File: src/rtl/bip_acc_uart_tx.sv
// bip_acc_uart_tx: captures the BIP accumulator on a rising halt edge and
// sends it out as UART 8N1 bytes, most-significant byte first, LSB first
// within each byte.
//
// state   | meaning
// --------+--------------------------------------------------------------
// S_IDLE  | line high, waiting for a halt rising edge
// S_START | start bit (tx=0) for CLKS_PER_BIT cycles
// S_DATA  | data bits 0..7 of the current byte, CLKS_PER_BIT cycles each
// S_STOP  | stop bit (tx=1); then next byte or back to idle with done
module bip_acc_uart_tx #(
  parameter int DATA_WIDTH   = 16,
  parameter int CLKS_PER_BIT = 5208
) (
  input  logic                  clk,
  input  logic                  reset,
  input  logic                  halt,
  input  logic [DATA_WIDTH-1:0] acc,
  output logic                  tx,
  output logic                  busy,
  output logic                  done
);

  localparam int NBYTES = DATA_WIDTH / 8;
  localparam int BIW    = (NBYTES > 1) ? $clog2(NBYTES) : 1;
  localparam logic [15:0]    BAUD_MAX  = 16'(CLKS_PER_BIT - 1);
  localparam logic [BIW-1:0] LAST_BYTE = BIW'(NBYTES - 1);

  typedef enum logic [1:0] {
    S_IDLE,
    S_START,
    S_DATA,
    S_STOP
  } state_t;

  state_t                state_q, state_d;
  logic [15:0]           baud_q, baud_d;
  logic [2:0]            bit_idx_q, bit_idx_d;
  logic [BIW-1:0]        byte_idx_q, byte_idx_d;
  logic [DATA_WIDTH-1:0] shadow_q, shadow_d;
  logic                  halt_q;
  logic                  tx_q, tx_d;
  logic                  busy_q, busy_d;
  logic                  done_q, done_d;

  logic                  start_req;
  logic                  baud_wrap;
  logic [7:0]            cur_byte;

  assign start_req = halt & ~halt_q;
  assign baud_wrap = (baud_q == BAUD_MAX);
  // The byte on the wire always sits in the top 8 bits of the shadow.
  assign cur_byte  = shadow_q[DATA_WIDTH-1 -: 8];

  assign tx   = tx_q;
  assign busy = busy_q;
  assign done = done_q;

  // State, counters, shadow and registered outputs.
  always_ff @(posedge clk or negedge reset) begin
    if (!reset) begin
      state_q    <= S_IDLE;
      baud_q     <= '0;
      bit_idx_q  <= '0;
      byte_idx_q <= '0;
      shadow_q   <= '0;
      halt_q     <= 1'b0;
      tx_q       <= 1'b1;
      busy_q     <= 1'b0;
      done_q     <= 1'b0;
    end else begin
      state_q    <= state_d;
      baud_q     <= baud_d;
      bit_idx_q  <= bit_idx_d;
      byte_idx_q <= byte_idx_d;
      shadow_q   <= shadow_d;
      halt_q     <= halt;
      tx_q       <= tx_d;
      busy_q     <= busy_d;
      done_q     <= done_d;
    end
  end

  // Next-state and next-output logic; tx/busy/done are computed one cycle
  // ahead so the pins come straight from flops.
  always_comb begin
    state_d    = state_q;
    baud_d     = baud_q;
    bit_idx_d  = bit_idx_q;
    byte_idx_d = byte_idx_q;
    shadow_d   = shadow_q;
    tx_d       = tx_q;
    busy_d     = busy_q;
    done_d     = 1'b0;

    if (state_q != S_IDLE) begin
      baud_d = baud_wrap ? 16'd0 : baud_q + 16'd1;
    end

    case (state_q)
      S_IDLE: begin
        baud_d = '0;
        // done_q high means the frame just ended; an edge in that cycle is
        // treated as arriving while still busy and is dropped.
        if (start_req && !done_q) begin
          shadow_d   = acc;
          byte_idx_d = LAST_BYTE;
          bit_idx_d  = '0;
          state_d    = S_START;
          tx_d       = 1'b0;
          busy_d     = 1'b1;
        end
      end
      S_START: begin
        if (baud_wrap) begin
          state_d   = S_DATA;
          bit_idx_d = '0;
          tx_d      = cur_byte[0];
        end
      end
      S_DATA: begin
        if (baud_wrap) begin
          if (bit_idx_q == 3'd7) begin
            state_d = S_STOP;
            tx_d    = 1'b1;
          end else begin
            bit_idx_d = bit_idx_q + 3'd1;
            tx_d      = cur_byte[bit_idx_q + 3'd1];
          end
        end
      end
      S_STOP: begin
        if (baud_wrap) begin
          if (byte_idx_q == '0) begin
            state_d = S_IDLE;
            done_d  = 1'b1;
            busy_d  = 1'b0;
            tx_d    = 1'b1;
          end else begin
            byte_idx_d = byte_idx_q - 1'b1;
            shadow_d   = shadow_q << 8;
            state_d    = S_START;
            tx_d       = 1'b0;
          end
        end
      end
      default: begin
        state_d = S_IDLE;
      end
    endcase
  end

endmodule

File: config.mk
export PLATFORM = sky130hd
export DESIGN_NAME = bip_acc_uart_tx
export DESIGN_NICKNAME = d
export VERILOG_FILES = /design/src/rtl/bip_acc_uart_tx.sv
export SDC_FILE = /design/constraint.sdc
export NUM_CORES = 1
export LEC_CHECK = 0
export BUFFER_PORTS_ARGS = -buffer_cell sky130_fd_sc_hd__clkbuf_2
export CAP_MARGIN = 30
export CORE_MARGIN = 1.5
export CORE_UTILIZATION = 45
export CTS_CLUSTER_DIAMETER = 30
export CTS_CLUSTER_SIZE = 40
export DETAILED_ROUTE_END_ITERATION = 12
export HOLD_SLACK_MARGIN = 0.06
export SETUP_SLACK_MARGIN = 0.15
export SYNTH_ARGS = -nofsm -noshare
export SYNTH_HDL_FRONTEND = slang
export SYNTH_SLANG_ARGS = --single-unit
File: constraint.sdc
create_clock -name clk -period 2.25 [get_ports clk]
set_clock_uncertainty 0.05 [all_clocks]
set_input_delay 0.225 -clock clk [delete_from_list [all_inputs] [get_ports clk]]
set_output_delay 0.225 -clock clk [all_outputs]
set_load 0.02 [all_outputs]
==> results of run 1 <==
==> final cells by class <==
cell class	instances	share of cell area [%]
inverters	5	0.733
multi-input cells	142	44.6
clock buffers	8	3.13
flip-flops and latches	42	41.1
well taps	67	3.27
repair buffers	29	7.14
==> state kept, by name, summed over array words and instances (netlist names) <==
signal	cells
baud_q	16
shadow_q	16
bit_idx_q	3
state_q	2
busy	1
byte_idx_q	1
done	1
halt_q	1
tx	1
==> report_power, final <==
group           total, W  switching (W)  internal [W]
clock           0.000461       0.000240      0.000221
sequential      0.000767     0.00000473      0.000763
combinational  0.0000526      0.0000239     0.0000287
==> layout by cell type, fill, tap and decap left out, types with 6 or more instances in the layout <==
cell	count
dfrtp_1	41
clkbuf_2	21
nor2_1	20
mux2_2	17
a22o_1	13
nand2_1	11
xor2_1	9
nor3_1	6
ha_1	6
==> cell families (layout without fill, tap and decap cells) <==
group / after synthesis / in the layout / synth area share, %
simple gates: 65 / 66 / 17.0
mux: 23 / 23 / 11.8
buf+inv: 14 / 42 / 2.82
fa+ha+maj: 8 / 8 / 4.51
flops: 42 / 42 / 47.4
compound gates: 31 / 31 / 10.9
xor+xnor: 14 / 14 / 5.52
==> how the worst max path moves through the flow <==
stage / from / depth (start not counted) / end / slack, ns
floorplan: state_q[1] / 5 / shadow_q[13] / 0.31
global placement: baud_q[0] / 6 / bit_idx_q[2] / 0.24
detailed placement: baud_q[0] / 6 / shadow_q[13] / 0.17
CTS: baud_q[0] / 6 / shadow_q[13] / 0.16
global route: baud_q[9] / 5 / bit_idx_q[1] / 0.15
finish: baud_q[9] / 5 / bit_idx_q[2] / 0.26
==> metrics by stage <==
stage	worst slack [ns]	cell area [µm²]	power (W)	hold slack (ns)
2_1_floorplan	0.307	2220	0.000795	-0.121
3_3_place_gp	0.241	2410	0.000830	0.163
3_5_place_dp	0.172	2410	0.000834	0.172
4_1_cts	0.163	2510	0.00130	0.0894
5_1_grt	0.152	2560	0.00133	0.0991
6_report	0.259	2560	0.00128	0.0998
==> routing by layer <==
layer | vias up | wire length [µm]
li1 | 758 | -
met1 | 790 | 2140
met2 | 30 | 2140
met3 | 2 | 214
met4 | 0 | 25
met5 | - | 0
==> repair_timing <==
| item | CTS | global route |
|---|---|---|
| endpoints found under the setup margin | 0 | 32 |
| hold buffers | 2 | 0 |
| endpoints found under the hold margin | 19 | 0 |
| buffers inserted | 0 | 2 |
| gates resized for setup | 0 | 10 |
==> qor.yml, run 1 <==
run_status:
  outcome: "finished clean"
cts:
  clk_latency_ns: 0.29
  clock-sinks: 42
  clk_path_buf_depth: 2
  clk_pin_slew_ns: 0.07
  tritoncts: "yes"
  htree_levels: 2
  cts-buffers-inserted: 5
  cts-root-buf: "clkbuf_8"
run:
  drv_cap: 0
cells_and_area:
  multiInputGateArea_um2: 1140
  syn2layout_area_growth_pct: 15.3
  antennaDiodeCount: 0
  nets: 252
  final_cells: 293
  seq_area_um2: 1050
  layout-drive-gt1-share_pct: 29.2
  fin_util_pct: 54.2
  n_fill_cell: 434
global_route:
  grt_max_degree: 25
  grtUsageMet1_pct: 25.8
  top_usage_layer: "met2"
  grt_usage_pct: 18.4
  gr-usage-met3_pct: 4.70
  grt_pass1_wl_um: 7440
  grt_pass1_vias: 1563
  met2_usage_pct: 28.0
  grt_remaining_overflow: 0
  antenna_found_initial: 0
min_path:
  hold_path_class: "input port to register"
  holdPathStages: 2
  min_from: "acc[6]"
  min_to: "shadow_q[6]"
worst_setup_path:
  reg2reg_setup_slack_ns: 0.26
  cp.arrival_ns: 2.12
  cp_slowest_stage_delay_ns: 0.43
  critPathKind: "register to register"
  critPathMaxFanout: 6
  required_ns: 2.38
  path_cells: "nor4b_2 > nand2_2 > or2_0 > a22o_1 > a22o_1"
  crit_path_top_delay_cell: "dfrtp_1"
  reg2regPathDepth: 5
  critPathBufInv: 0
  timing.rr.end: "bit_idx_q[2]"
  crit_family: "simple AND/OR/NAND/NOR gates"
  crit_path_end_kind: "register"
  crit-reg2reg-launch: "baud_q[9]"
  critPathMostFrequentCell: "a22o_1"
  startpoint_type: "register"
route:
  first_iter_violations: 102
  num_vias: 1580
  drtPass1Iterations: 4
  route.detailed.drc: 0
  avgViaCountPerCell: 5.39
  ant_nets: 0
  wire_per_inst_um: 15.4
  wl_um: 4520
timing:
  min_period_ns: 1.99
  timing.final.hold_violations: 0
  rsz0062_at_grt: "false"
  fin_setup_tns_ns: 0
  setup-violations-final: 0
  worstMarginPinSlew_ns: 0.664
  fmax_mhz: 502
  finalCritPeriodShare_pct: 88.5
  slew_violations: 0
  slew_headroom_pct: 55.5
yosys:
  ys_seq_elements: 42
  ys_types: 44
  synth.most_common_cell: "dfrtp_1"
  synth_area_per_cell_um2: 11.3
  synth.area.top_cells: "dfrtp_1 46%, mux2_2 8.6%, a22o_1 5.1%, ha_1 4.5%, xor2_1 3.6%"
  async_flop_share_pct: 100
  synth_fp_nets: 224
  synthesis.area_um2: 2220
  synth_flop_cell: "dfrtp_1"
  synth_edf_count: 0
  synth_top_cell_by_area: "dfrtp_1"
  synth_warnings: 0
  yosysSeqAreaShare_pct: 47.4
  syn_inst: 197
  ys_top_cells_by_count: "41 x dfrtp_1, 20 x nor2_1, 17 x mux2_2"
  synth_top_area_share_pct: 46.2
floorplan:
  die_x_um: 73.2
  coreArea_um2: 4720
  start_util_pct: 47.0
  rows: 25
  die_h_um: 73.2
  io_pins: 22
  dieArea_um2: 5360
placed_design:
  dp_hpwl_um: 3240
  port_buffers: 21
  placed_cells: 280
  gp_congestion: 0.930
pwr:
  leakage_nw: 1.17
  powerDensity_nw_per_um2: 500
  peakVddDrop_mv: 0.357
No activity file was read; power rests on OpenSTA's default activity.
==> run 2: changes to the inputs <==
--- a/config.mk
+++ b/config.mk
@@ -5,13 +5,13 @@
 export SDC_FILE = /design/constraint.sdc
 export NUM_CORES = 1
 export LEC_CHECK = 0
-export BUFFER_PORTS_ARGS = -buffer_cell sky130_fd_sc_hd__clkbuf_2
 export CAP_MARGIN = 30
 export CORE_MARGIN = 1.5
 export CORE_UTILIZATION = 45
 export CTS_CLUSTER_DIAMETER = 30
 export CTS_CLUSTER_SIZE = 40
 export DETAILED_ROUTE_END_ITERATION = 12
+export DONT_BUFFER_PORTS = 1
 export HOLD_SLACK_MARGIN = 0.06
 export SETUP_SLACK_MARGIN = 0.15
 export SYNTH_ARGS = -nofsm -noshare
==> run 2 against run 1 <==
Net effect: wire length up 1.6%; critical path depth is 1 higher; via count grew 0.13%; largest power group unchanged; total power grew 9.5%; first-iteration DRC count fell by 18%; cell area barely moved; register-to-register slack worse by 0.07 ns; clock-buffer cell count fell by 2; worst hold slack better by 0.048 ns; setup slack got worse by 0.072 ns.
==> qor.yml, run 2 (synthesis gave the netlist of run 1 again) <==
floorplan:
  coreArea_um2: 4720  # unchanged
  die_x_um: 73.2  # unchanged
  start_util_pct: 47.0  # unchanged
  die_h_um: 73.2  # unchanged
  dieArea_um2: 5360  # unchanged
  io_pins: 22  # unchanged
  rows: 25  # unchanged
placed_design:
  place_ws_ns: 0.211  # +0.0388 ns
  dp_hpwl_um: 3020  # -6.6%
  port_buffers: 0  # -100%
  gp_congestion: 0.874  # -6.0%
timing:
  slew_headroom_pct: 59.0  # +3.4 points
  fin_hold_ws_ns: 0.148  # +0.0485 ns
  fmax_mhz: 485  # -3.5%
  fin_setup_tns_ns: 0  # unchanged
  timing.final.hold_violations: 0  # unchanged
  worstMarginPinSlew_ns: 0.613  # -0.0512 ns
  setup_ws_ns: 0.188  # -0.0718 ns
  setup-violations-final: 0  # unchanged
  slew_violations: 0  # unchanged
  rsz0062_at_grt: "true"
  finalCritPeriodShare_pct: 91.7  # +3.2 points
  min_period_ns: 2.06  # +0.0718 ns
pwr:
  switching_share_pct: 20.1  # -0.93 points
  pwr-share-comb_pct: 3.5  # -0.6 points
  peakVddDrop_mv: 0.244  # -32%
  p_switching_w: 0.000281  # +4.6%
  leakage_nw: 1.12  # -4.1%
  finalPower_w: 0.00140  # +9.5%
  clockPowerShare_pct: 41.9  # +5.9 points
  powerDensity_nw_per_um2: 548  # +9.6%
  power_frac_seq_pct: 54.7  # -5.2 points
  p_int_w: 0.00112  # +11%
cts:
  clk_pin_slew_ns: 0.08  # about the same
  clk_latency_ns: 0.30  # about the same
  tritoncts: "yes"
  cts-root-buf: "clkbuf_8"
  htree_levels: 2  # unchanged
  cts-buffers-inserted: 5  # unchanged
  clock-sinks: 42  # unchanged
  clk_path_buf_depth: 2  # unchanged
global_route:
  grt_pass1_wl_um: 7290  # -1.9%
  grt_usage_pct: 17.8  # -0.54 points
  grt_remaining_overflow: 0  # unchanged
  grt_pass1_vias: 1616  # +3.4%
  grt_max_degree: 43  # +72%
  antenna_found_initial: 0  # unchanged
worst_setup_path:
  crit_path_end_kind: "register"
  path_cells: "ha_1 > and2_2 > nand4_4 > o21ai_4 > nand3_4 > mux2_4"
  required_ns: 2.39  # about the same
  critPathKind: "register to register"
  cp.arrival_ns: 2.20  # +0.08 ns
  cp_slowest_stage_delay_ns: 0.39  # -0.04 ns
  startpoint_type: "register"
  critPathMaxFanout: 8  # +2
  crit_path_top_delay_cell: "dfrtp_1"
cells_and_area:
  antennaDiodeCount: 0  # unchanged
  layout-drive-gt1-share_pct: 21.1  # -8.1 points
  syn2layout_area_growth_pct: 15.2  # about the same
  fin_util_pct: 54.1  # about the same
  reg.largest.list: "baud_q (16), shadow_q (16), bit_idx_q (3)"
  nets: 239  # -5.2%
  final_cell_mix: "41 x dfrtp_1, 20 x nor2_1, 17 x mux2_2, 13 x a22o_1, 11 x nand2_1"
  final_common_cell: "dfrtp_1"
route:
  drtPass1Iterations: 5  # +1
  avgViaCountPerCell: 5.65  # +4.8%
  num_vias: 1582  # +0.13%
  ant_nets: 0  # unchanged
  first_iter_violations: 84  # -18%
  route.detailed.drc: 0  # unchanged
  wl_um: 4590  # +1.6%
  wire_per_inst_um: 16.4  # +6.3%
run_status:
  outcome: "finished clean"
run:
  drv_cap: 0  # unchanged
min_path:
  hold_path_class: "input port to register"
## run 2: cell type report
| class | count | area (µm²) |
|---|---|---|
| multi-input cells | 142 | 1130 |
| flip-flops and latches | 42 | 1050 |
| clock inverters | 2 | 37.5 |
| well taps | 67 | 83.8 |
| inverters | 5 | 18.8 |
| repair buffers | 16 | 158 |
| fillers | 395 | 2170 |
| clock buffers | 6 | 72.6 |
## run 2: routing by layer
metal	vias up	share of wire [%]	wire length, µm	track usage (%)
li1	730	-	-	-
met1	789	45	2070	21.9
met2	49	49	2260	29.9
met3	14	3.9	180	4.56
met4	0	1.7	79	6.92
met5	-	0	0	0
## run 2: worst max-delay path: cells and delay by family, from the launching register on
family                     cells  cell delay, ns
and+or+nand+nor                3            0.62
DFF                            1            0.39
adders and majority gates      1            0.22
AOI/OAI and AO/OA              1            0.34
muxes                          1            0.35
## run 2: power by group through the flow
stage | clock, W | combinational, W | sequential, W
2_1_floorplan | 0 | 0.0000147 | 0.000780
3_3_place_gp | 0 | 0.0000161 | 0.000781
3_5_place_dp | 0 | 0.0000165 | 0.000781
4_1_cts | 0.000606 | 0.0000504 | 0.000766
5_1_grt | 0.000629 | 0.0000542 | 0.000768
6_report | 0.000587 | 0.0000484 | 0.000767
## run 2: worst paths after layout
check / depth (start not counted) / slack, ns / start / end
worst max-delay path: 6 / 0.19 / baud_q[0] / shadow_q[14]
worst min-delay path: 2 / 0.15 / acc[11] / shadow_q[11]
worst max register to register: 6 / 0.19 / baud_q[0] / shadow_q[14]
worst min register to register: 1 / 0.44 / baud_q[0] / baud_q[0]
max in group asynchronous: 2 / 1.56 / reset / tx
min in group asynchronous: 2 / 0.34 / reset / byte_idx_q
## run 2: timing repair
action | 4_1_cts | 5_1_grt
buffers inserted | 0 | 2
endpoints found under the hold margin | 51 | 0
gates resized for setup | 0 | 6
endpoints found under the setup margin | 0 | 18
hold buffers | 11 | 0
## run 2: per-stage QoR
stage / cell area (µm²) / cells
floorplan: 2220 / 197
global placement: 2280 / 258
detailed placement: 2280 / 258
CTS: 2510 / 277
global route: 2560 / 280
finish: 2560 / 280
